**src/rtl/channel_permute_pkg.sv**
```systemverilog
// Shared lane-transform definitions for the channel permute pipeline.
package channel_permute_pkg;

  localparam logic [1:0] MODE_PASS = 2'b00;
  localparam logic [1:0] MODE_REV  = 2'b01;
  localparam logic [1:0] MODE_INV  = 2'b10;
  localparam logic [1:0] MODE_ZERO = 2'b11;

  // One output bit of a lane; a_mirror is the input bit at the reflected position.
  function automatic logic lane_bit(input logic [1:0] mode, input logic a, input logic a_mirror);
    logic b;
    case (mode)
      MODE_PASS: b = a;
      MODE_REV:  b = a_mirror;
      MODE_INV:  b = ~a;
      default:   b = 1'b0;
    endcase
    return b;
  endfunction

endpackage

```
**src/rtl/channel_permute_stage.sv**
```systemverilog
// One valid/ready register slice; loads whenever empty or draining downstream.
module channel_permute_stage #(
  parameter int unsigned DW = 9
) (
  input  logic          clk,
  input  logic          rst_n,
  input  logic          up_valid,
  output logic          up_ready,
  input  logic [DW-1:0] up_data,
  output logic          dn_valid,
  input  logic          dn_ready,
  output logic [DW-1:0] dn_data
);

  assign up_ready = !dn_valid || dn_ready;

  always_ff @(posedge clk or negedge rst_n) begin
    if (!rst_n) begin
      dn_valid <= 1'b0;
    end else if (up_ready) begin
      dn_valid <= up_valid;
    end
  end

  always_ff @(posedge clk) begin
    if (up_ready && up_valid) begin
      dn_data <= up_data;
    end
  end

endmodule

```
**src/rtl/channel_permute_pipe.sv**
```systemverilog
// Per-channel pass/reverse/invert/zero transform feeding a STAGES-deep
// valid/ready pipeline, with a count of delivered output beats.
module channel_permute_pipe
  import channel_permute_pkg::*;
#(
  parameter int unsigned WIDTH    = 3,
  parameter int unsigned CHANNELS = 3,
  parameter int unsigned STAGES   = 2,
  parameter int unsigned CNT_W    = 16
) (
  input  logic                      clk,
  input  logic                      rst_n,
  input  logic                      in_valid,
  output logic                      in_ready,
  input  logic [CHANNELS*WIDTH-1:0] in_data,
  input  logic [2*CHANNELS-1:0]     in_mode,
  output logic                      out_valid,
  input  logic                      out_ready,
  output logic [CHANNELS*WIDTH-1:0] out_data,
  output logic [CNT_W-1:0]          beat_count
);

  localparam int unsigned DW = CHANNELS * WIDTH;

  logic [DW-1:0]   xf_data;
  logic [STAGES:0] vld;
  logic [DW-1:0]   dat [STAGES+1];

  for (genvar c = 0; c < CHANNELS; c++) begin : g_chan
    for (genvar i = 0; i < WIDTH; i++) begin : g_bit
      assign xf_data[c*WIDTH+i] = lane_bit(in_mode[2*c +: 2],
                                           in_data[c*WIDTH+i],
                                           in_data[c*WIDTH+WIDTH-1-i]);
    end
  end

  assign vld[0] = in_valid;
  assign dat[0] = xf_data;

  // Ready chain uses a distinct net per slice so each link is a separate signal.
  for (genvar k = 0; k < STAGES; k++) begin : g_slice
    logic rdy_up;
    logic rdy_dn;

    if (k == STAGES - 1) begin : g_last
      assign rdy_dn = out_ready;
    end else begin : g_mid
      assign rdy_dn = g_slice[k+1].rdy_up;
    end

    channel_permute_stage #(.DW(DW)) u_stage (
      .clk      (clk),
      .rst_n    (rst_n),
      .up_valid (vld[k]),
      .up_ready (rdy_up),
      .up_data  (dat[k]),
      .dn_valid (vld[k+1]),
      .dn_ready (rdy_dn),
      .dn_data  (dat[k+1])
    );
  end

  assign in_ready  = g_slice[0].rdy_up;
  assign out_valid = vld[STAGES];
  assign out_data  = dat[STAGES];

  always_ff @(posedge clk or negedge rst_n) begin
    if (!rst_n) begin
      beat_count <= '0;
    end else if (out_valid && out_ready) begin
      beat_count <= beat_count + 1'b1;
    end
  end

endmodule

```
**config.mk**
```make
export PLATFORM = sky130hd
export DESIGN_NAME = channel_permute_pipe
export DESIGN_NICKNAME = d
export VERILOG_FILES = /design/src/rtl/channel_permute_pkg.sv /design/src/rtl/channel_permute_stage.sv /design/src/rtl/channel_permute_pipe.sv
export SDC_FILE = /design/constraint.sdc
export NUM_CORES = 1
export LEC_CHECK = 0
export BUFFER_PORTS_ARGS = -buffer_cell sky130_fd_sc_hd__buf_2
export CAP_MARGIN = 20
export CORE_AREA = 2 2 62 64
export CTS_CLUSTER_DIAMETER = 80
export DETAILED_ROUTE_END_ITERATION = 8
export DIE_AREA = 0 0 64 66
export GPL_TIMING_DRIVEN = 0
export HOLD_SLACK_MARGIN = 0.08
export PLACE_DENSITY_LB_ADDON = 0.3
export SLEW_MARGIN = 10
export SYNTH_ARGS = -nofsm -noshare
export SYNTH_HDL_FRONTEND = slang
export SYNTH_SLANG_ARGS = --single-unit
```
**constraint.sdc**
```tcl
create_clock -name clk -period 1.8 [get_ports clk]
set_input_delay 0.09 -clock clk [delete_from_list [all_inputs] [get_ports clk]]
set_output_delay 0.09 -clock clk [all_outputs]
set_load 0.05 [all_outputs]
```
---- After elaboration in Yosys (flattened, before gate mapping) ----
Index checks and enable logic that the tools add are counted.
operators by class
  add/sub/neg operators ................... 1
  equal/unequal tests ..................... 6
  muxes and demuxes ....................... 9
  bitwise operators ....................... 9
  reductions and logical operators ........ 13
operator list
  cell                     number
  $pmux W1 S3              6
  $add A16 B1 Y16 const B  1
  $not A1 Y1               9
  $eq A2 B1 Y1 const B     3
  $eq A2 B2 Y1 const B     3
  $logic_not A2 Y1         3
  $pmux W1 S2              3
  $reduce_or A2 Y1         3
  $logic_and A1 B1 Y1      3
  $logic_not A1 Y1         2
  $logic_or A1 B1 Y1       2
word-level totals
  bits in registers ....................... 36
  bits of input ports ..................... 19
  output and inout bits ................... 27
  logic and storage cells ................. 43

---- Longest topological paths before layout ----
Gate-level depths: netlist (run 1).
  depth after elaboration ................. 4
  gate-level depth with buffers ........... 5
  mapped depth without buffers ............ 5

---- Cells and area by module ----
From an unflattened synthesis (run 1), not the netlist that was laid out.
second synthesis, totals
  cell total of the unflattened synthesis .. 100
  area, all modules ....................... 1498.9 um^2
modules (own cells, without submodules)
  module                 times used  cells each  area each (um^2)  sequential area each (um^2)
  channel_permute_pipe   1           74          850.8             400.4
  channel_permute_stage  2           13          324.1             295.3

---- Least setup slack after synthesis (run 1) ----
No wires, ideal clock.
  kind .................................... reg-to-reg
  start ................................... register g_slice[1].u_stage.dn_valid
  end ..................................... register g_slice[0].u_stage.dn_data[0], enable pin
  library setup time ...................... 0.284 ns
  arrival ................................. 1.674 ns
  required time ........................... 1.516 ns
  slack ................................... -0.157 ns
  stages on the path, launching flop included .. 3
  path buffers ............................ 0
  clock period less this slack ............ 1.957 ns
  path through ............................ dfrtp_1 > nand3b_1 > and2_1
on the way
  longest elaborated chain between the ends .. 4
RTL lines
  item                             line                         RTL
  from (decl)                      channel_permute_stage.sv:10  output logic dn_valid,
  from (signal assigned)           channel_permute_stage.sv:21  dn_valid <= up_valid;
  $logic_not A1 Y1                 channel_permute_stage.sv:15  assign up_ready = !dn_valid || dn_ready;
  $logic_or A1 B1 Y1 (2 in a row)  channel_permute_stage.sv:15
  named net in_ready               channel_permute_pipe.sv:14   output logic in_ready,
  $logic_and A1 B1 Y1              channel_permute_stage.sv:26  if (up_ready && up_valid) begin
  to (signal assigned)             channel_permute_stage.sv:27  dn_data <= up_data;
  to (decl)                        channel_permute_stage.sv:12  output logic [DW-1:0] dn_data
The timed path passes the listed nets, and every way through them passes these cells.
A chain may end at the register's enable or synchronous reset.

---- Final worst setup path (run 1) ----
  start ................................... register beat_count[0]
  end ..................................... register beat_count[10]
on the way
  longest elaborated chain between the ends .. 1
RTL lines
  item                    line                        RTL
  from (decl)             channel_permute_pipe.sv:20  output logic [CNT_W-1:0] beat_count
  from (signal assigned)  channel_permute_pipe.sv:71  beat_count <= beat_count + 1'b1;
  $add A16 B1 Y16         channel_permute_pipe.sv:71
No other way between the ends.

==> results.tsv, run 1 <==
metric	value	unit
status	completed	
critical path class	reg2reg	
Post-DP Area	0.00184	mm2
Ant. Diodes	0	
most frequent cells in the layout	45 x buf_2, 18 x edfxtp_1, 17 x dfrtp_1	
CTS tree	built	
mean post-synth cell area	13.5	um2
# setup viols final	0	
Power Density	1090	mW/mm2
Tot Pwr	2.14	mW
first-pass GRT wire length	4590	um
Final period util	84.0	%
Clock transition at path regs	0.10	ns
slew at the pin closest to its max-slew limit	0.523	ns
CTS max path bufs	2	
syn nets	135	
number of synthesized register bits	36	
Yosys cell types	22	
Clock Root Buffer	clkbuf_4	
core area	0.00355	mm2
fmax	661	MHz
Switching Share	36.3	%
CP Capture Point	beat_count[10]	
register-to-register setup slack	0.29	ns
fin cells	223	
Port-buffer cells	45	
clk_lat worst skew	0.32	ns
Int Pwr	1.37	mW
total CTS buffers	5	
Inst Count DP	208	
Die ar.	0.00422	mm2
# IOs	46	
vias in the first global route	1066	
Critical Path RT	2.03	ns
Via density	4.70	
post-cts sizing count	0	
largest net degree at the start of global routing	19	
DRT iter0 DRCs	30	
Remaining Overflow, GRT	0	
max-cap violations	0	
Comb pwr share	29.9	%
# H-tree levels	2	
Mapped Area	0.00155	mm2
Max VDD drop	0.000423	V
site row count	22	
Worst R2R Path Depth	5	
Final Hold Fails	0	
Detail Route Antenna Nets	0	
DP Wirelength	2010	um
Critical R2R Launch	beat_count[0]	
switching power	0.777	mW
total number of vias	1048	
gp weighted congestion	0.718	
CP Data Arrival Time	1.74	ns
Max Slew Vio Count	0	
RSZ-0062 raised after global routing	false	
Hold-fix buffers, CTS	7	
Die Y	66	um
Crit Path Max Fanout	4	
Final Cell Area	0.00197	mm2
gr usage total	14.7	%
final net count	194	
area growth from synthesis to layout	26.7	%
relative max-transition margin	64.9	%
Post-Syn Instances	115	
Starting Density	43.8	%
FF-to-FF End	beat_count[10]	
DRT Pass-1 Iters	4	
share of power burned in registers	50.3	%
DR WL/cell	11.7	um
Synth Warn #	0	
Hold Crit Class	in2reg	
sequential area share after synthesis	63.8	%
clock network power share	19.8	%
Die W	64	um
most common cell after layout, fill and taps aside	buf_2	
Fin Setup TNS	0	ns
leakage	0.884	nW
crit path from	beat_count[0]	
clock tree sinks	36	
Fin Clk Skew	0.00858	ns
residual DRC count	0	
Post-CTS Setup Repair Bufs	0	
total routed wirelength	2610	um
layout cell share with drive strength beyond 1	37.7	%
Setup crit end kind	register	
initial antenna violation count	0	
Startpoint Class	register	
Final min period	1.51	ns
[cells by family after synthesis]
logic type | count (synthesis) | synth area share, %
XOR/XNOR | 15 | 8.45
adder cells (fa/ha/maj) | 1 | 0.805
AND/OR/NAND/NOR | 38 | 13.7
buffers and inverters | 9 | 4.35
AO/OA/AOI/OAI | 6 | 2.42
multiplexers | 10 | 6.52
flip-flops | 36 | 63.8
[flip-flops by register name (all words and copies together) (netlist names)]
signal,count
g_slice.u_stage.dn_valid,2
beat_count,16
g_slice.u_stage.dn_data,18
[synthesized netlist by cell type, drive strengths merged]
| cell type | n | area share (%) |
|---|---|---|
| dfrtp | 18 | 29 |
| edfxtp | 18 | 35 |
| xnor2 | 11 | 6.2 |
| buf | 9 | 4.3 |
| mux2i | 9 | 5.8 |
| nand2 | 9 | 2.3 |
| nand2b | 6 | 2.4 |
| nand3 | 6 | 2.3 |
| o22ai | 6 | 2.4 |
| and2 | 4 | 1.6 |
| nor2 | 4 | 0.97 |
| xor2 | 4 | 2.3 |
| nand4 | 3 | 1.2 |
| nor3 | 3 | 1.3 |
| ha | 1 | 0.81 |
| mux2 | 1 | 0.72 |
| nand3b | 1 | 0.48 |
| nor4 | 1 | 0.40 |
| or3 | 1 | 0.72 |
[layout make-up]
cell class / count / area (um2)
clock buffer: 8 / 58.8
sequential: 36 / 992
tap: 48 / 60.1
fill: 314 / 1580
buffer: 9 / 67.6
timing repair buffer: 52 / 295
multi-input combinational: 70 / 495
[stage by stage]
step | worst slack (ns) | util (%) | hold WS, ns
after floorplan | 0.0563 | - | -0.206
after global placement | 0.355 | 51.8 | 0.0293
after detailed placement | 0.295 | 51.8 | 0.0357
after CTS | 0.261 | 55.5 | 0.0819
after global routing | 0.0579 | 55.5 | 0.0851
final | 0.288 | 55.5 | 0.102
[power by group through the flow]
stage,registers (mW),clock network [mW],logic [mW]
2_1_floorplan,1.33,0,0.238
3_3_place_gp,1.09,0,0.627
3_5_place_dp,1.10,0,0.636
4_1_cts,1.08,0.443,0.649
5_1_grt,1.10,0.487,0.683
6_report,1.08,0.424,0.641
[worst max-delay path, stage by stage (launching register included)]
cell     delay [ns]
dfrtp_1        0.42
ha_1           0.21
nand2_1        0.08
or3_4          0.36
nor3_2         0.18
xor2_1         0.18
[how the worst min path moves through the flow]
stage,startpoint,cells after the start,slack (ns),end
3_3_place_gp,rst_n,1,0.03,beat_count[10]
2_1_floorplan,rst_n,0,-0.21,beat_count[0]
3_5_place_dp,rst_n,1,0.04,beat_count[7]
4_1_cts,in_data[0],2,0.08,g_slice[0].u_stage.dn_data[0]
6_report,in_data[0],2,0.10,g_slice[0].u_stage.dn_data[0]
5_1_grt,in_data[0],2,0.09,g_slice[0].u_stage.dn_data[0]
[per-layer routing]
metal / part of all wire (%) / GRT usage, %
met1: 38 / 14.9
met3: 4.5 / 5.79
met4: 1.6 / 6.52
met5: 0 / 0
met2: 55 / 26.7
Note: power is estimated with default switching activity, not from simulation.
==> run 2: changes to the inputs <==
--- a/config.mk
+++ b/config.mk
@@ -5,12 +5,13 @@
 export SDC_FILE = /design/constraint.sdc
 export NUM_CORES = 1
 export LEC_CHECK = 0
+export ABC_AREA = 1
 export BUFFER_PORTS_ARGS = -buffer_cell sky130_fd_sc_hd__buf_2
 export CAP_MARGIN = 20
-export CORE_AREA = 2 2 62 64
+export CORE_AREA = 2 2 65 67
 export CTS_CLUSTER_DIAMETER = 80
 export DETAILED_ROUTE_END_ITERATION = 8
-export DIE_AREA = 0 0 64 66
+export DIE_AREA = 0 0 67 69
 export GPL_TIMING_DRIVEN = 0
 export HOLD_SLACK_MARGIN = 0.08
 export PLACE_DENSITY_LB_ADDON = 0.3
==> constraint.sdc (replaced) <==
create_clock -name clk -period 1.5 [get_ports clk]
set_input_delay 0.075 -clock clk [delete_from_list [all_inputs] [get_ports clk]]
set_output_delay 0.075 -clock clk [all_outputs]
set_load 0.05 [all_outputs]
==> run 2 against run 1 <==
  * Clock-buffer cell count shrank 3
  * Synthesized cell count grew 44%
  * Synthesized area grew 10%
  * Critical endpoint is now beat_count[14]
  * Cell count grew 22%
==> results.tsv, run 2 <==
metric	value	unit	change
number of synthesized register bits	36		unchanged
DP Wirelength	2230	um	+11%
most used cell, CP	nand2_1		
Yosys cell types	22		unchanged
residual DRC count	0		unchanged
Setup crit end kind	register		
total routed wirelength	2950	um	+13%
Final Worst Setup Slack	0.220	ns	-0.0676 ns
Clock transition at path regs	0.08	ns	-0.02 ns
sink of the worst hold path	g_slice[0].u_stage.dn_data[4]		
Ant. Diodes	0		unchanged
Top delay family on crit path	simple AND/OR/NAND/NOR gates		
Fin Setup TNS	0	ns	unchanged
fin cells	273		+22%
sequential area share after synthesis	58.0	%	-5.8 points
most frequent cells in the layout	45 x buf_2, 35 x nand2_1, 22 x inv_1		
Starting Density	43.7	%	-0.093 points
FF-to-FF End	beat_count[14]		
clk_lat worst skew	0.28	ns	-0.04 ns
Final Hold Fails	0		unchanged
Worst Hold Path Cells	3		+1
relative max-transition margin	66.2	%	+1.3 points
Remaining Overflow, GRT	0		unchanged
hold_sp	in_data[4]		
Die ar.	0.00462	mm2	+9.4%
Crit path depth	8		+3
critical path's largest stage delay	0.40	ns	-0.02 ns
Port-buffer cells	45		unchanged
switching power	1.10	mW	+41%
Post-Syn Instances	166		+44%
Max VDD drop	0.000833	V	+97%
clock network power share	35.1	%	+15 points
Synth area leader	edfxtp_1		
DR WL/cell	10.8	um	-7.6%
Final min period	1.28	ns	-0.232 ns
most common cell after layout, fill and taps aside	buf_2		
# H-tree levels	2		unchanged
site row count	23		+4.5%
top flop regs	g_slice.u_stage.dn_data: 18 flops, beat_count: 16 flops, g_slice.u_stage.dn_valid: 2 flops		
mean post-synth cell area	10.3	um2	-24%
Synth Warn #	0		unchanged
slew at the pin closest to its max-slew limit	0.507	ns	-0.0162 ns
Post-synth EDFFs	18		unchanged
layout cell share with drive strength beyond 1	35.0	%	-2.7 points
Util after Layout	56.4	%	+0.96 points
Synth Flop Type	edfxtp_1		
Fin Clk Skew	0.00570	ns	-0.00289 ns
area growth from synthesis to layout	29.2	%	
total CTS buffers	5		unchanged
initial antenna violation count	0		unchanged
largest net degree at the start of global routing	19		unchanged
CTS tree	built		
clock tree sinks	36		unchanged
Startpoint Class	register		
critical path, cell by cell	ha_1 > inv_1 > nor2_4 > nand3_4 > nor2_4 > nand2_1 > nand2_1 > nand2_1		
Critical-path top delay cell	dfrtp_2		
gp weighted congestion	0.784		+9.1%
Clock Root Buffer	clkbuf_8		
Post-DP Area	0.00201	mm2	+9.0%
Synth top area share	31.6	%	-3.2 points
# setup viols final	0		unchanged
top post-synthesis cells by count	35 x nand2_1, 22 x inv_1, 20 x nand3_1		
Max Slew Vio Count	0		unchanged
Detail Route Antenna Nets	0		unchanged
flip-flop count of the largest register after layout	18		unchanged
top cells by area, synth	edfxtp_1 32%, dfrtp_1 26%, nand2_1 7.7%, nand3_1 5.9%, inv_1 4.8%		
Power Density	1520	mW/mm2	+39%
Mapped Area	0.00171	mm2	+10%
total number of vias	1274		+22%
syn nets	186		+38%
Crit path buffers/inverters	1		+1
Crit Path Max Fanout	4		unchanged
asr flop ratio synth	50.0	%	unchanged
CP Data Arrival Time	1.45	ns	-0.29 ns
Final Cell Area	0.00221	mm2	+12%
Hold Crit Class	in2reg		
max-cap violations	0		unchanged
Tot Pwr	3.35	mW	+56%
final net count	242		+25%
RSZ-0062 raised after global routing	false		
Comb pwr share	25.0	%	-4.9 points
DRT iter0 DRCs	42		+40%
Final period util	85.3	%	+1.3 points
Largest Register	g_slice.u_stage.dn_data		
Die Y	69	um	+4.5%
status	completed		
Worst R2R Path Depth	8		+3
leakage	1.07	nW	+21%
Int Pwr	2.25	mW	+65%
dpl ws	-0.0602	ns	-0.355 ns
# IOs	46		unchanged
Die W	67	um	+4.7%
Critical R2R Launch	beat_count[0]		
CTS max path bufs	2		unchanged
Switching Share	32.7	%	-3.5 points
gr usage total	14.0	%	-0.67 points
WHS	0.103	ns	+0.000253 ns
fmax	781	MHz	+18%
DRT Pass-1 Iters	4		unchanged
core area	0.00391	mm2	+10%
first-pass GRT wire length	4950	um	+8.0%
share of power burned in registers	39.8	%	-11 points
top-count cell post-synth	nand2_1		
critical path class	reg2reg		
vias in the first global route	1208		+13%
Critical Path RT	1.67	ns	-0.36 ns
Inst Count DP	261		+25%
Post-CTS Setup Repair Bufs	0		unchanged
register-to-register setup slack	0.22	ns	-0.07 ns
Via density	4.67		-0.70%
-- run 2: cell types whose count changed in the layout (fill, tap and decap cells not counted), sizes merged, moves of 4 or more --
cell | before | now
nand2 | 9 | 37
mux2i | 9 | 0
nand3 | 6 | 22
o22ai | 6 | 0
o21ai | 0 | 4
o211ai | 0 | 6
nor2 | 4 | 13
xnor2 | 11 | 4
and2 | 4 | 0
nand2b | 6 | 0
inv | 0 | 22
-- run 2: timing repair --
item / 4_1_cts / 5_1_grt
setup endpoints to repair: 9 / 0
resized for setup: 1 / 0
hold buffers: 4 / 0
endpoints found under the hold margin: 21 / 0
-- run 2: cell families (layout without fill, tap and decap cells) --
group                    Yosys count  count (layout)  share of synthesized area [%]
adder cells (fa/ha/maj)            1               1                          0.732
buffers and inverters             31              88                           8.78
XOR/XNOR                          11              11                           5.64
flip-flops                        36              36                           58.0
AND/OR/NAND/NOR                   76              76                           22.8
AO/OA/AOI/OAI                     11              11                           4.10
-- run 2: worst max path at each step --
stage	startpoint	to	slack (ns)
finish	beat_count[0]	beat_count[14]	0.22
global route	beat_count[0]	beat_count[14]	0.14
CTS	beat_count[0]	beat_count[14]	0.21
detailed placement	g_slice[1].u_stage.dn_valid	g_slice[1].u_stage.dn_data[1]	-0.06
global placement	g_slice[1].u_stage.dn_valid	g_slice[1].u_stage.dn_data[1]	-0.05
floorplan	beat_count[5]	beat_count[14]	0.001
-- run 2: routing by layer --
metal	global-route usage (%)	part of all wire, %	wire, um	up-vias
li1	-	-	-	654
met2	23.4	52	1530	25
met4	6.12	0.71	21	0
met5	0	0	0	-
met1	16.0	43	1280	593
met3	4.73	4.2	124	2
-- run 2: layout make-up --
type                            count  area (um2)
Inverter                           22        82.6
Sequential cell                    36         995
Clock buffer                        5        68.8
Timing Repair Buffer               49         265
Clock inverter                      3        90.1
Buffer                              9        67.6
Fill cell                         361        1710
Tap cell                           50        62.6
Multi-Input combinational cell     99         577
-- run 2: tightest hold or removal path, stage by stage --
cell     delay, ns
buf_2         0.08
nand2_1       0.04
o21ai_0       0.07
-- run 2: power groups by stage --
stage / clock [mW] / sequential (mW) / combinational [mW]
global placement: 0 / 1.35 / 0.825
finish: 1.18 / 1.33 / 0.837
floorplan: 0 / 1.62 / 0.359
detailed placement: 0 / 1.35 / 0.836
global route: 1.24 / 1.35 / 0.893
CTS: 1.20 / 1.34 / 0.846
